### config.mk
export PLATFORM = sky130hd
export DESIGN_NAME = link_credit_tx
export DESIGN_NICKNAME = d
export VERILOG_FILES = /design/src/rtl/link_credit_tx.sv
export SDC_FILE = /design/constraint.sdc
export NUM_CORES = 1
export LEC_CHECK = 0
export CORE_MARGIN = 5
export CORE_UTILIZATION = 46
export DETAILED_ROUTE_END_ITERATION = 16
export PLACE_DENSITY_LB_ADDON = 0.3
export REMOVE_ABC_BUFFERS = 1
export SLEW_MARGIN = 25
export SYNTH_ARGS = -nofsm -noshare
export SYNTH_HDL_FRONTEND = slang
export SYNTH_SLANG_ARGS = --single-unit
### constraint.sdc
create_clock -name clk -period 7.1 [get_ports clk]
set_input_delay 1.42 -clock clk [delete_from_list [all_inputs] [get_ports clk]]
set_output_delay 1.42 -clock clk [all_outputs]
set_load 0.01 [all_outputs]
### src/rtl/link_credit_tx.sv
`default_nettype none
// ============================================================================
// Module   : link_credit_tx
// Purpose  : Credit-gated flit sender for one inter-tile link. Each VC tracks
//            the free slots in the downstream buffer; a flit is forwarded to
//            the PHY only if its VC has credit.
// Revision : 1.0 - initial release
// ============================================================================
module link_credit_tx #(
    parameter int  NUM_VCS     = 2,
    parameter int  BUFFER_SIZE = 8,
    parameter int  FLIT_WIDTH  = 32,
    localparam int VC_W        = (NUM_VCS > 1) ? $clog2(NUM_VCS) : 1,
    localparam int CNT_W       = $clog2(BUFFER_SIZE + 1)
) (
    input  logic                     clk,
    input  logic                     n_rst,
    input  logic [FLIT_WIDTH-1:0]    flit_in,
    input  logic [VC_W-1:0]          flit_vc,
    input  logic                     flit_valid,
    output logic                     flit_ready,
    input  logic                     credit_valid,
    input  logic [VC_W-1:0]          credit_vc,
    output logic                     phy_start,
    output logic [FLIT_WIDTH-1:0]    phy_flit,
    input  logic                     phy_done,
    output logic [NUM_VCS*CNT_W-1:0] credits,
    output logic                     credit_err,
    output logic                     busy
);

    localparam logic [CNT_W-1:0] C_FULL = CNT_W'(BUFFER_SIZE);
    localparam logic [CNT_W-1:0] C_ONE  = CNT_W'(1);

    typedef enum logic [1:0] {
        ST_IDLE = 2'd0,
        ST_SEND = 2'd1,
        ST_WAIT = 2'd2
    } state_t;

    state_t                  r_state;
    state_t                  w_state_next;
    logic [CNT_W-1:0]        r_credits      [NUM_VCS];
    logic [CNT_W-1:0]        w_credits_next [NUM_VCS];
    logic [FLIT_WIDTH-1:0]   r_phy_flit;
    logic                    r_credit_err;
    logic                    w_vc_has_credit;
    logic                    w_credit_vc_ok;
    logic                    w_accept;
    logic                    w_overflow;
    logic                    w_err_set;

    // Out-of-range VC codes match no entry, so they never get credit.
    always_comb begin
        w_vc_has_credit = 1'b0;
        w_credit_vc_ok  = 1'b0;
        for (int v = 0; v < NUM_VCS; v++) begin
            if (flit_vc == VC_W'(v)) begin
                w_vc_has_credit = (r_credits[v] != '0);
            end
            if (credit_vc == VC_W'(v)) begin
                w_credit_vc_ok = 1'b1;
            end
        end
    end

    always_comb begin
        w_state_next = r_state;
        flit_ready   = 1'b0;
        phy_start    = 1'b0;
        case (r_state)
            ST_IDLE: begin
                flit_ready = w_vc_has_credit;
                if (flit_valid && w_vc_has_credit) begin
                    w_state_next = ST_SEND;
                end
            end
            ST_SEND: begin
                phy_start    = 1'b1;
                w_state_next = ST_WAIT;
            end
            ST_WAIT: begin
                if (phy_done) begin
                    w_state_next = ST_IDLE;
                end
            end
            default: begin
                w_state_next = ST_IDLE;
            end
        endcase
    end

    assign w_accept = flit_valid && flit_ready;

    // A decrement requires a non-zero count, so a same-VC decrement plus
    // increment can never overflow; only a lone increment at full can.
    always_comb begin
        w_overflow = 1'b0;
        for (int v = 0; v < NUM_VCS; v++) begin
            w_credits_next[v] = r_credits[v];
            if (w_accept && (flit_vc == VC_W'(v)) &&
                !(credit_valid && (credit_vc == VC_W'(v)))) begin
                w_credits_next[v] = r_credits[v] - C_ONE;
            end else if (credit_valid && (credit_vc == VC_W'(v)) &&
                         !(w_accept && (flit_vc == VC_W'(v)))) begin
                if (r_credits[v] == C_FULL) begin
                    w_overflow = 1'b1;
                end else begin
                    w_credits_next[v] = r_credits[v] + C_ONE;
                end
            end
        end
    end

    assign w_err_set = w_overflow || (credit_valid && !w_credit_vc_ok);

    always_ff @(posedge clk) begin
        if (!n_rst) begin
            r_state      <= ST_IDLE;
            r_phy_flit   <= '0;
            r_credit_err <= 1'b0;
            for (int v = 0; v < NUM_VCS; v++) begin
                r_credits[v] <= C_FULL;
            end
        end else begin
            r_state <= w_state_next;
            for (int v = 0; v < NUM_VCS; v++) begin
                r_credits[v] <= w_credits_next[v];
            end
            if (w_accept) begin
                r_phy_flit <= flit_in;
            end
            if (w_err_set) begin
                r_credit_err <= 1'b1;
            end
        end
    end

    generate
        for (genvar v = 0; v < NUM_VCS; v++) begin : g_credits
            assign credits[v*CNT_W +: CNT_W] = r_credits[v];
        end
    endgenerate

    assign phy_flit   = r_phy_flit;
    assign credit_err = r_credit_err;
    assign busy       = (r_state != ST_IDLE);

endmodule
`default_nettype wire

Word level (Yosys, flattened, before mapping)
Memory sizes are Yosys's and may differ from the RTL's.
Cells that the tools add are included.
{"block": "word_totals", "register_bits": 35, "latch_bits": 0, "mem_bits_rw": 8, "romBits": 0, "input_bits": 39, "out_inout_bits": 44, "memories": 1}
{"memory": "r_credits", "words": 2, "word_bits": 4, "read_ports": 2, "rd_clocked_by_memory_dff": 0, "write_ports": 2, "line_no": "43", "text": "logic [CNT_W-1:0] r_credits [NUM_VCS];"}
{"block": "classes", "n_addsub": 4, "mul": 0, "div_mod_pow": 0, "n_lt_le_gt_ge": 0, "n_eq_ne": 6, "shift": 0, "mux": 22, "bitwise": 4, "n_reduce_logical": 19}
{"operator": "$mux 4", "n": 8}
{"operator": "$mux 1", "n": 11}
{"operator": "$logic_and 1x1->1", "n": 10}
{"operator": "$add 4x1->4 const B", "n": 2}
{"operator": "$eq 4x4->1 const B", "n": 2}
{"operator": "$reduce_bool 4->1", "n": 2}
{"operator": "$sub 4x1->4 const B", "n": 2}
{"operator": "$pmux 2 s3", "n": 1}
{"operator": "$logic_not 1->1", "n": 4}
{"operator": "$mux 2", "n": 2}
{"operator": "$ne 2x2->1 const B", "n": 2}
{"operator": "$eq 2x1->1 const B", "n": 1}
{"operator": "$eq 2x2->1 const B", "n": 1}
{"operator": "$logic_not 2->1", "n": 1}
{"operator": "$not 1->1", "n": 2}
{"operator": "$or 1x1->1", "n": 2}
{"operator": "$reduce_and 2->1", "n": 1}
{"operator": "$reduce_bool 2->1", "n": 1}

Longest topological paths before layout
Gate-level depths: netlist of run 1.
An unclocked memory read counts as a cell.
{"block": "depth", "ltp_word": 13, "mapped_depth": 9, "ltp_nobuf": 9}

Least setup slack after synthesis of run 1
No wires, ideal clock.
{"block": "synth_timing", "path_kind": "input to output", "start": "in flit_vc", "end": "out flit_ready", "arrival_time_ps": 1771, "required_ps": 5680, "slack_ps": 3909, "cell_stages": 1, "path_buffers": 0, "cell_sequence": "o311a_1"}
{"block": "synth_between", "elab_chain_len": 2}
{"element": "from (decl)", "line_no": "19", "text": "input logic [VC_W-1:0] flit_vc,"}
{"element": "$mux 1", "line_no": "58", "text": "if (flit_vc == VC_W'(v)) begin"}
{"element": "$mux 1", "line_no": "71", "text": "case (r_state)"}
{"element": "to (decl)", "line_no": "21", "text": "output logic flit_ready,"}
Every way passes these cells.

Worst setup path after layout of run 1
Ends and elaborated chain as after synthesis.

==> results of run 1 <==
-- worst max-delay path, stage by stage --
cell and delay [ns]:
clkdlybuf4s50_1 0.51, nand3b_1 0.18, o311a_1 0.18, clkdlybuf4s50_1 0.53
-- area by class of cell --
| cell class | count | area (µm²) |
|---|---|---|
| Clock inverter | 2 | 35.03 |
| Inverter | 11 | 41.29 |
| Tap cell | 52 | 65.06 |
| Fill cell | 357 | 1334 |
| Timing Repair Buffer | 83 | 825.8 |
| Clock buffer | 6 | 82.58 |
| Sequential cell | 43 | 860.8 |
| Multi-Input combinational cell | 164 | 1080 |
-- metrics by stage --
stage / power [mW] / hold WS, ns / setup slack (ns) / utilization [%] / std cells
floorplan: 0.3692 / 0.4790 / 3.102 / - / 218
global placement: 0.4514 / 0.4406 / 2.894 / 66.38 / 353
detailed placement: 0.4565 / 0.4463 / 2.887 / 66.44 / 353
CTS: 0.6551 / 0.4618 / 2.871 / 69.16 / 361
global route: 0.6821 / 0.4829 / 2.805 / 69.16 / 361
finish: 0.6442 / 0.4594 / 2.868 / 69.16 / 361
-- cells by family (layout without fill, tap and decap cells) --
| family | Yosys count | in the layout |
|---|---|---|
| flops | 43 | 43 |
| mux | 32 | 32 |
| simple gates | 101 | 101 |
| fa+ha+maj | 10 | 10 |
| buf+inv | 23 | 102 |
| compound gates | 17 | 17 |
| xor+xnor | 4 | 4 |
-- power by group through the flow --
stage	combinational (mW)	clock [mW]	sequential, mW
floorplan	0.0777	0	0.291
global placement	0.169	0	0.282
detailed placement	0.173	0	0.284
CTS	0.174	0.203	0.278
global route	0.187	0.213	0.281
finish	0.171	0.196	0.278
-- synth_stat cells --
| cell type | number | area (µm²) |
|---|---|---|
| nand2_1 | 73 | 274.0 |
| dfxtp_1 | 43 | 860.8 |
| mux2i_1 | 32 | 320.3 |
| inv_1 | 11 | 41.29 |
| clkbuf_1 | 8 | 30.03 |
| ha_1 | 8 | 100.1 |
| a21oi_1 | 7 | 35.03 |
| nor2b_1 | 5 | 31.28 |
| and3_1 | 4 | 25.02 |
| buf_6 | 4 | 45.04 |
| xnor2_1 | 4 | 35.03 |
| a21boi_1 | 3 | 22.52 |
| and2_1 | 3 | 18.77 |
| nand3_1 | 3 | 15.01 |
| nand3b_1 | 3 | 22.52 |
| nor2_1 | 3 | 11.26 |
| a21o_1 | 2 | 15.01 |
| fa_1 | 2 | 40.04 |
| nor3_1 | 2 | 10.01 |
| nor4_1 | 2 | 12.51 |
| o31ai_1 | 2 | 15.01 |
| a31oi_1 | 1 | 6.260 |
| and4_1 | 1 | 8.760 |
| nand2b_1 | 1 | 6.260 |
| o311a_1 | 1 | 10.01 |
| o311ai_4 | 1 | 26.28 |
| or3_4 | 1 | 11.26 |
-- flip-flops by register name (all words and copies together), names as in the netlist --
signal,flops
credit_err,1
r_credits,8
r_state,2
phy_flit,32
-- worst max path at each step --
stage,startpoint,cells past startpoint,endpoint
3_3_place_gp,flit_vc,4,flit_ready
5_1_grt,flit_vc,4,flit_ready
2_1_floorplan,flit_vc,3,phy_flit[0]
4_1_cts,flit_vc,4,flit_ready
6_report,flit_vc,4,flit_ready
3_5_place_dp,flit_vc,4,flit_ready
-- layer usage --
metal | wire length (µm) | track usage, % | share of wire [%]
met5 | 0 | 0 | 0
met4 | 20 | 3.671 | 0.43
met3 | 547 | 8.665 | 12
met2 | 2252 | 26.49 | 48
met1 | 1885 | 17.28 | 40
-- cell usage in the layout (no fill, tap or decap) --
master,netlist,layout
a21boi_1,3,3
a21o_1,2,2
a21oi_1,7,7
a31oi_1,1,1
and2_1,3,3
and3_1,4,4
and4_1,1,1
buf_4,0,2
bufinv_16,0,1
clkbuf_8,0,6
clkdlybuf4s50_1,0,81
clkinv_2,0,1
dfxtp_1,43,43
fa_1,2,2
ha_1,8,8
inv_1,11,11
mux2i_1,32,32
nand2_1,73,73
nand2b_1,1,1
nand3_1,3,3
nand3b_1,3,3
nor2_1,3,3
nor2b_1,5,4
nor2b_4,0,1
nor3_1,2,2
nor4_1,2,2
o311a_1,1,1
o311ai_4,1,1
o31ai_1,2,2
or3_4,1,1
xnor2_1,4,4
==> impl_metrics.env, run 1 <==
export IMPL_drtAntennaViolNets=0
export IMPL_switching_share_pct=26.71
export IMPL_period_needed_ns=4.232
export IMPL_slew_viol_final=0
export IMPL_io_pins=83
export IMPL_grt_pass1_vias=1718
export IMPL_cts_made_buffers=5
export IMPL_synth_xor_area_share_pct=1.709
export IMPL_hpwl_um=3559
export IMPL_synth_compound_area_share_pct=6.349
export IMPL_drtPass1Iterations=5
export IMPL_cp_required_ns=5.68
export IMPL_yosysWarningCount=0
export IMPL_tightestPinTransition_ns=0.6743
export IMPL_synth_mux_area_share_pct=15.63
export IMPL_clk_path_buf_depth=2
export IMPL_drc_errors=0
export IMPL_wl_per_cell_um=13.03
export IMPL_cts_tree="done"
export IMPL_crit_type="in -> out"
export IMPL_synth_simple_area_share_pct=21.79
export IMPL_cap_violations=0
export IMPL_slew_headroom_pct=55.05
export IMPL_grt_start_max_net_pins=76
export IMPL_grt_setup_unrepaired="false"
export IMPL_cts_setup_buffers=0
export IMPL_cts_resized=0
export IMPL_fmax_ghz=0.2363
export IMPL_setup_violations=0
export IMPL_grt_pass1_wl_um=7762
export IMPL_cellLeakagePower_nw=1.223
export IMPL_crit_path_max_fanout=5
export IMPL_comb_power_share_pct=26.5
export IMPL_antenna_found_initial=0
export IMPL_start_kind="input pin"
export IMPL_intPower_mw=0.4722
export IMPL_drt_initial_drc_count=59
export IMPL_wl_um=4704
export IMPL_p_per_area_nw_per_um2=215.4
export IMPL_min_period_over_period_pct=59.60
export IMPL_vias_per_cell=4.972
export IMPL_diodes=0
export IMPL_rows=24
export IMPL_final_area_um2=2990
export IMPL_tns_ns=0
export IMPL_drive_above_1_share_pct=4.207
export IMPL_min_delay_start="phy_flit[17]"
export IMPL_ys_seq_elements=43
export IMPL_yosysSeqAreaShare_pct=42.00
export IMPL_fin_skew_ns=0.005655
export IMPL_nNetsFinal=357
export IMPL_area_growth_pct=45.91
export IMPL_cts_sinks=43
export IMPL_synth_top_family_by_area="simple AND/OR/NAND/NOR gates"
export IMPL_synthAdderAreaFrac_pct=6.838
export IMPL_reg2regPathDepth=9
export IMPL_r2r_slack_ns=4.56
export IMPL_placed_cell_area_um2=2873
export IMPL_status="finished clean"
export IMPL_hold_viol=0
export IMPL_die_area_um2=5891
export IMPL_io_buffers=82
export IMPL_die_h_um=76.75
export IMPL_h_tree_depth=2
export IMPL_r2r_start="r_credits[0][0]"
export IMPL_seq_power_share_pct=43.1
export IMPL_hold_class="reg -> reg"
export IMPL_dr_total_vias=1795
export IMPL_power_switching_mw=0.1720
export IMPL_netlist_area_um2=2049
export IMPL_synth_distinct_cells=27
export IMPL_reg2reg_to="r_credits[0][3]"
export IMPL_clkTransAtPathRegs_ns=0.08
export IMPL_crit_arrival_ns=2.81
export IMPL_min_to="phy_flit[17]"
export IMPL_clkPwrFrac_pct=30.4
export IMPL_end_kind="primary output"
export IMPL_routabilityCongestion=0.7304
export IMPL_root_buffer="clkbuf_8"
export IMPL_grt_ovfl_total=0
export IMPL_core_area_um2=4324
export IMPL_cts_hold_buf=0
export IMPL_clkLatencyLatePin_ns=0.29
export IMPL_holdPathStages=2
export IMPL_fp_dieW_um=76.75
export IMPL_postSynthAreaPerCell_um2=8.911
export IMPL_peakVddDrop_v=0.0001222
export IMPL_initial_core_util_pct=47.40
export IMPL_grt_util_all_layers_pct=15.77
export IMPL_syn_inst=230
(Power assumes the default switching activity.)
==> run 2, diff against run 1 <==
Settings changed: CORE_UTILIZATION 46 to 43.
Clock period 7.1 ns to 4.38 ns, I/O delays scaled along.
==> run 2 against run 1 <==
Hold slack hardly changed. First-iteration DRC count is 37% lower. Global-route usage down 0.44 points. Clock skew is 0.0017 ns lower. Via count up 0.39%. Critical endpoint unchanged.
==> impl_metrics.env, run 2 (synthesized netlist as in run 1, its figures left out) <==
export IMPL_top_layer_used="met4"
export IMPL_fin_skew_ns=0.003909
export IMPL_final_cell_mix="clkdlybuf4s50_1, nand2_1, dfxtp_1"
export IMPL_wl_met2_um=2029
export IMPL_intPower_mw=0.7261
export IMPL_dr_total_vias=1802
export IMPL_root_buffer="clkbuf_8"
export IMPL_clkPwrFrac_pct=27.2
export IMPL_final_common_cell="clkdlybuf4s50_1"
export IMPL_worst_slack_ns=1.243
export IMPL_cap_violations=0
export IMPL_h_tree_depth=2
export IMPL_grt_start_max_net_pins=76
export IMPL_drt_initial_drc_count=37
export IMPL_cts_sinks=43
export IMPL_cts_made_buffers=5
export IMPL_clk_path_buf_depth=2
export IMPL_largest_reg_flops=32
export IMPL_min_period_over_period_pct=71.61
export IMPL_grt_pass1_wl_um=7776
export IMPL_p_per_area_nw_per_um2=335.2
export IMPL_reg2regPathDepth=9
export IMPL_ff_latch_area_um2=860.8
export IMPL_cp_required_ns=3.50
export IMPL_crit_arrival_ns=2.26
export IMPL_status="finished clean"
export IMPL_drtAntennaViolNets=0
export IMPL_grt_util_all_layers_pct=15.33
export IMPL_clkTransAtPathRegs_ns=0.08
export IMPL_holdPathStages=2
export IMPL_tns_ns=0
export IMPL_cts_hold_buf=0
export IMPL_area_growth_pct=45.54
export IMPL_seq_power_share_pct=45.0
export IMPL_diodes=0
export IMPL_antenna_found_initial=0
export IMPL_min_delay_start="phy_flit[13]"
export IMPL_route_met3_wl_um=562
export IMPL_drtPass1Iterations=4
export IMPL_min_to="phy_flit[13]"
export IMPL_cts_setup_buffers=0
export IMPL_start_kind="input pin"
export IMPL_nNetsFinal=358
export IMPL_core_area_um2=4661
export IMPL_peakVddDrop_v=0.0002366
export IMPL_hold_class="reg -> reg"
export IMPL_die_h_um=79.04
export IMPL_tightestPinTransition_ns=0.7697
export IMPL_wl_per_cell_um=12.45
export IMPL_routabilityCongestion=0.8040
export IMPL_cts_resized=0
export IMPL_slew_headroom_pct=48.58
export IMPL_setup_violations=0
export IMPL_fmax_ghz=0.3188
export IMPL_preCtsSetupSlack_ns=1.117
export IMPL_power_switching_mw=0.2739
export IMPL_wl_um=4530
export IMPL_die_area_um2=6247
export IMPL_end_kind="primary output"
export IMPL_vias_per_cell=4.951
export IMPL_io_buffers=82
export IMPL_slew_viol_final=0
export IMPL_met1_length_um=1907
export IMPL_reg2reg_to="r_credits[0][7]"
export IMPL_period_needed_ns=3.137
export IMPL_crit_type="in -> out"
export IMPL_hpwl_um=3407
export IMPL_multi_input_area_um2=1080
export IMPL_grt_pass1_vias=1824
export IMPL_r2r_slack_ns=1.80
export IMPL_drc_errors=0
export IMPL_hold_viol=0
export IMPL_nFillCells=398
export IMPL_clkLatencyLatePin_ns=0.29
export IMPL_drive_above_1_share_pct=4.194
export IMPL_initial_core_util_pct=43.97
export IMPL_crit_path_max_fanout=5
export IMPL_grt_setup_unrepaired="false"
export IMPL_r2r_start="r_credits[0][4]"
export IMPL_switching_share_pct=27.39
export IMPL_io_pins=83
export IMPL_fp_dieW_um=79.04
export IMPL_grt_ovfl_total=0
export IMPL_rows=25
export IMPL_comb_power_share_pct=27.8
export IMPL_cellLeakagePower_nw=1.218
export IMPL_cts_tree="done"
==> run 2: through the flow <==
stage / util, % / power [mW] / cells / area (µm²) / hold slack (ns)
after floorplan: - / 0.5985 / 218 / 1974 / 0.4790
after global placement: 61.80 / 0.7355 / 356 / 2880 / 0.4411
after detailed placement: 61.85 / 0.7402 / 356 / 2883 / 0.4473
after CTS: 64.00 / 1.016 / 364 / 2983 / 0.4627
after global routing: 64.00 / 1.065 / 364 / 2983 / 0.4671
final: 64.00 / 1.000 / 364 / 2983 / 0.4593
==> run 2: area by class of cell <==
cell class | count | share of cell area [%]
Multi-Input combinational cell | 164 | 36.20
Tap cell | 54 | 2.265
Timing Repair Buffer | 84 | 27.94
Inverter | 11 | 1.384
Sequential cell | 43 | 28.86
Clock buffer | 8 | 3.356
==> run 2: power groups by stage <==
stage | clock network (mW) | logic (mW) | registers [mW]
5_1_grt | 0.302 | 0.307 | 0.455
3_5_place_dp | 0 | 0.281 | 0.459
6_report | 0.272 | 0.278 | 0.450
2_1_floorplan | 0 | 0.126 | 0.472
3_3_place_gp | 0 | 0.278 | 0.458
4_1_cts | 0.284 | 0.283 | 0.450
==> run 2: worst max path at each step <==
| stage | startpoint | end | slack (ns) |
|---|---|---|---|
| CTS | flit_vc | flit_ready | 1.24 |
| finish | flit_vc | flit_ready | 1.24 |
| floorplan | flit_vc | phy_flit[0] | 0.93 |
| detailed placement | flit_vc | r_credits[0][7] | 1.12 |
| global route | flit_vc | flit_ready | 1.20 |
| global placement | flit_vc | r_credits[0][7] | 1.22 |
==> run 2: critical path, stage by stage <==
cell and delay [ns]:
clkdlybuf4s50_1 0.51, nand3b_1 0.17, o311a_1 0.18, clkdlybuf4s50_1 0.53
==> run 2: per-layer routing <==
metal	vias up	GRT usage, %
li1	916	-
met1	822	17.12
met2	61	25.25
met3	3	8.617
met4	0	3.780
met5	-	0
==> run 3, diff against run 2 <==
Clock period 4.38 ns to 3.1 ns, I/O delays scaled along.
==> run 3 against run 2 <==
Die area unchanged. Highest routed layer unchanged. Register-to-register slack got worse by 1.3 ns. Global-route usage about the same. Largest cell class unchanged. Worst setup slack got worse by 0.83 ns. Sequential cell count unchanged. Critical path type is now in -> reg. Clock-buffer cell count decreased by 2.
==> impl_metrics.env, run 3 (synthesized netlist as in run 1, its figures left out) <==
export IMPL_status="finished clean"
export IMPL_dr_total_vias=1765
export IMPL_critPathMaxStageDelay_ns=0.58
export IMPL_slew_viol_final=0
export IMPL_cts_setup_buffers=0
export IMPL_placed_cell_area_um2=2905
export IMPL_drtAntennaViolNets=0
export IMPL_grt_setup_unrepaired="false"
export IMPL_crit_type="in -> reg"
export IMPL_end_kind="register"
export IMPL_grt_ovfl_total=0
export IMPL_fmax_ghz=0.3721
export IMPL_clk_path_buf_depth=2
export IMPL_io_buffers=82
export IMPL_cp_required_ns=3.25
export IMPL_area_growth_pct=47.50
export IMPL_fin_skew_ns=0.006273
export IMPL_crit_path_max_fanout=5
export IMPL_root_buffer="clkbuf_8"
export IMPL_grt_util_all_layers_pct=15.38
export IMPL_die_h_um=79.04
export IMPL_io_pins=83
export IMPL_p_per_area_nw_per_um2=489.1
export IMPL_fp_dieW_um=79.04
export IMPL_intPower_mw=1.087
export IMPL_cts_resized=0
export IMPL_period_needed_ns=2.687
export IMPL_grt_pass1_vias=1734
export IMPL_dp_cells=356
export IMPL_final_common_cell="clkdlybuf4s50_1"
export IMPL_grt_start_max_net_pins=39
export IMPL_grt_pass1_wl_um=7714
export IMPL_nFillCells=405
export IMPL_cts_hold_buf=0
export IMPL_crit_arrival_ns=2.84
export IMPL_worst_hold_slack_ns=0.4580
export IMPL_hold_viol=0
export IMPL_comb_power_share_pct=27.0
export IMPL_clkLatencyLatePin_ns=0.29
export IMPL_drt_initial_drc_count=61
export IMPL_diodes=0
export IMPL_largest_reg_flops=32
export IMPL_start_kind="input pin"
export IMPL_drc_errors=0
export IMPL_peakVddDrop_v=0.0003015
export IMPL_cts_made_buffers=5
export IMPL_die_area_um2=6247
export IMPL_drive_above_1_share_pct=4.516
export IMPL_fin_cells=364
export IMPL_cts_sinks=43
export IMPL_crit_chain="clkdlybuf4s50_1 > nand3b_1 > and4_1 > ha_1 > ha_1 > a21oi_1 > a21oi_1 > o31ai_1 > nand3b_1"
export IMPL_clkPwrFrac_pct=30.1
export IMPL_setup_violations=0
export IMPL_clkTransAtPathRegs_ns=0.08
export IMPL_cellLeakagePower_nw=1.235
export IMPL_final_area_um2=3023
export IMPL_min_period_over_period_pct=86.69
export IMPL_initial_core_util_pct=43.97
export IMPL_cap_violations=0
export IMPL_hold_class="reg -> reg"
export IMPL_tightestPinTransition_ns=0.6443
export IMPL_nNetsFinal=358
export IMPL_rows=25
export IMPL_h_tree_depth=2
export IMPL_hpwl_um=3475
export IMPL_wl_per_cell_um=12.74
export IMPL_wl_um=4637
export IMPL_power_switching_mw=0.3917
export IMPL_antenna_found_initial=0
export IMPL_seq_power_share_pct=42.9
export IMPL_final_cell_mix="clkdlybuf4s50_1, nand2_1, dfxtp_1"
export IMPL_switching_share_pct=26.50
export IMPL_vias_per_cell=4.849
export IMPL_core_area_um2=4661
export IMPL_routabilityCongestion=0.8206
export IMPL_cts_tree="done"
export IMPL_critPathSlowestCell="clkdlybuf4s50_1"
export IMPL_slew_headroom_pct=57.05
export IMPL_drtPass1Iterations=4
==> run 3: cell types whose count changed in the layout (fill, tap and decap cells not counted), sizes merged <==
cell | previous run | this run
clkinv | 0 | 1
bufinv | 0 | 1
clkbuf | 8 | 6
==> run 3: critical path, delay by kind of cell <==
kind	cells	cell delay, ns
AOI/OAI and AO/OA	3	0.56
adders and majority gates	2	0.57
buffers and inverters	1	0.58
and+or+nand+nor	3	0.51
==> run 3: final cells by class <==
class,instances,area (µm²),area share [%]
clock buffer,6,82.58,2.732
multi-input combinational,164,1080,35.72
clock inverter,2,35.03,1.159
tap,54,67.56,2.235
inverter,11,41.29,1.366
timing repair buffer,84,855.8,28.31
sequential,43,860.8,28.48
==> run 3: metal layers <==
metal  track usage, %  wire [µm]  share of wire [%]
met5                0          0                  0
met4            4.124         24               0.52
met3            8.730        519                 11
met2            23.82       2109                 45
met1            18.24       1984                 43
==> run 3: metrics by stage <==
step | worst slack, ns | TNS [ns] | utilization (%) | power (mW)
after floorplan | -0.09812 | -3.187 | - | 0.8456
after global placement | 0.2183 | 0 | 62.34 | 1.045
after detailed placement | 0.1216 | 0 | 62.34 | 1.050
after CTS | 0.4311 | 0 | 64.86 | 1.502
after global routing | 0.2607 | 0 | 64.86 | 1.568
final | 0.4126 | 0 | 64.86 | 1.479
==> run 3: power by group through the flow <==
stage / Clock (mW) / Sequential [mW] / Combinational [mW]
floorplan: 0 / 0.668 / 0.178
global placement: 0 / 0.647 / 0.398
detailed placement: 0 / 0.648 / 0.402
CTS: 0.462 / 0.636 / 0.404
global route: 0.488 / 0.642 / 0.438
finish: 0.445 / 0.635 / 0.399
==> run 3: final timing paths <==
check / startpoint / endpoint / slack (ns) / cells past startpoint
min reg2reg: phy_flit[22] / phy_flit[22] / 0.46 / 2
max reg2reg: r_credits[0][4] / r_credits[0][7] / 0.55 / 9
min: phy_flit[22] / phy_flit[22] / 0.46 / 2
max: flit_vc / r_credits[0][7] / 0.41 / 9
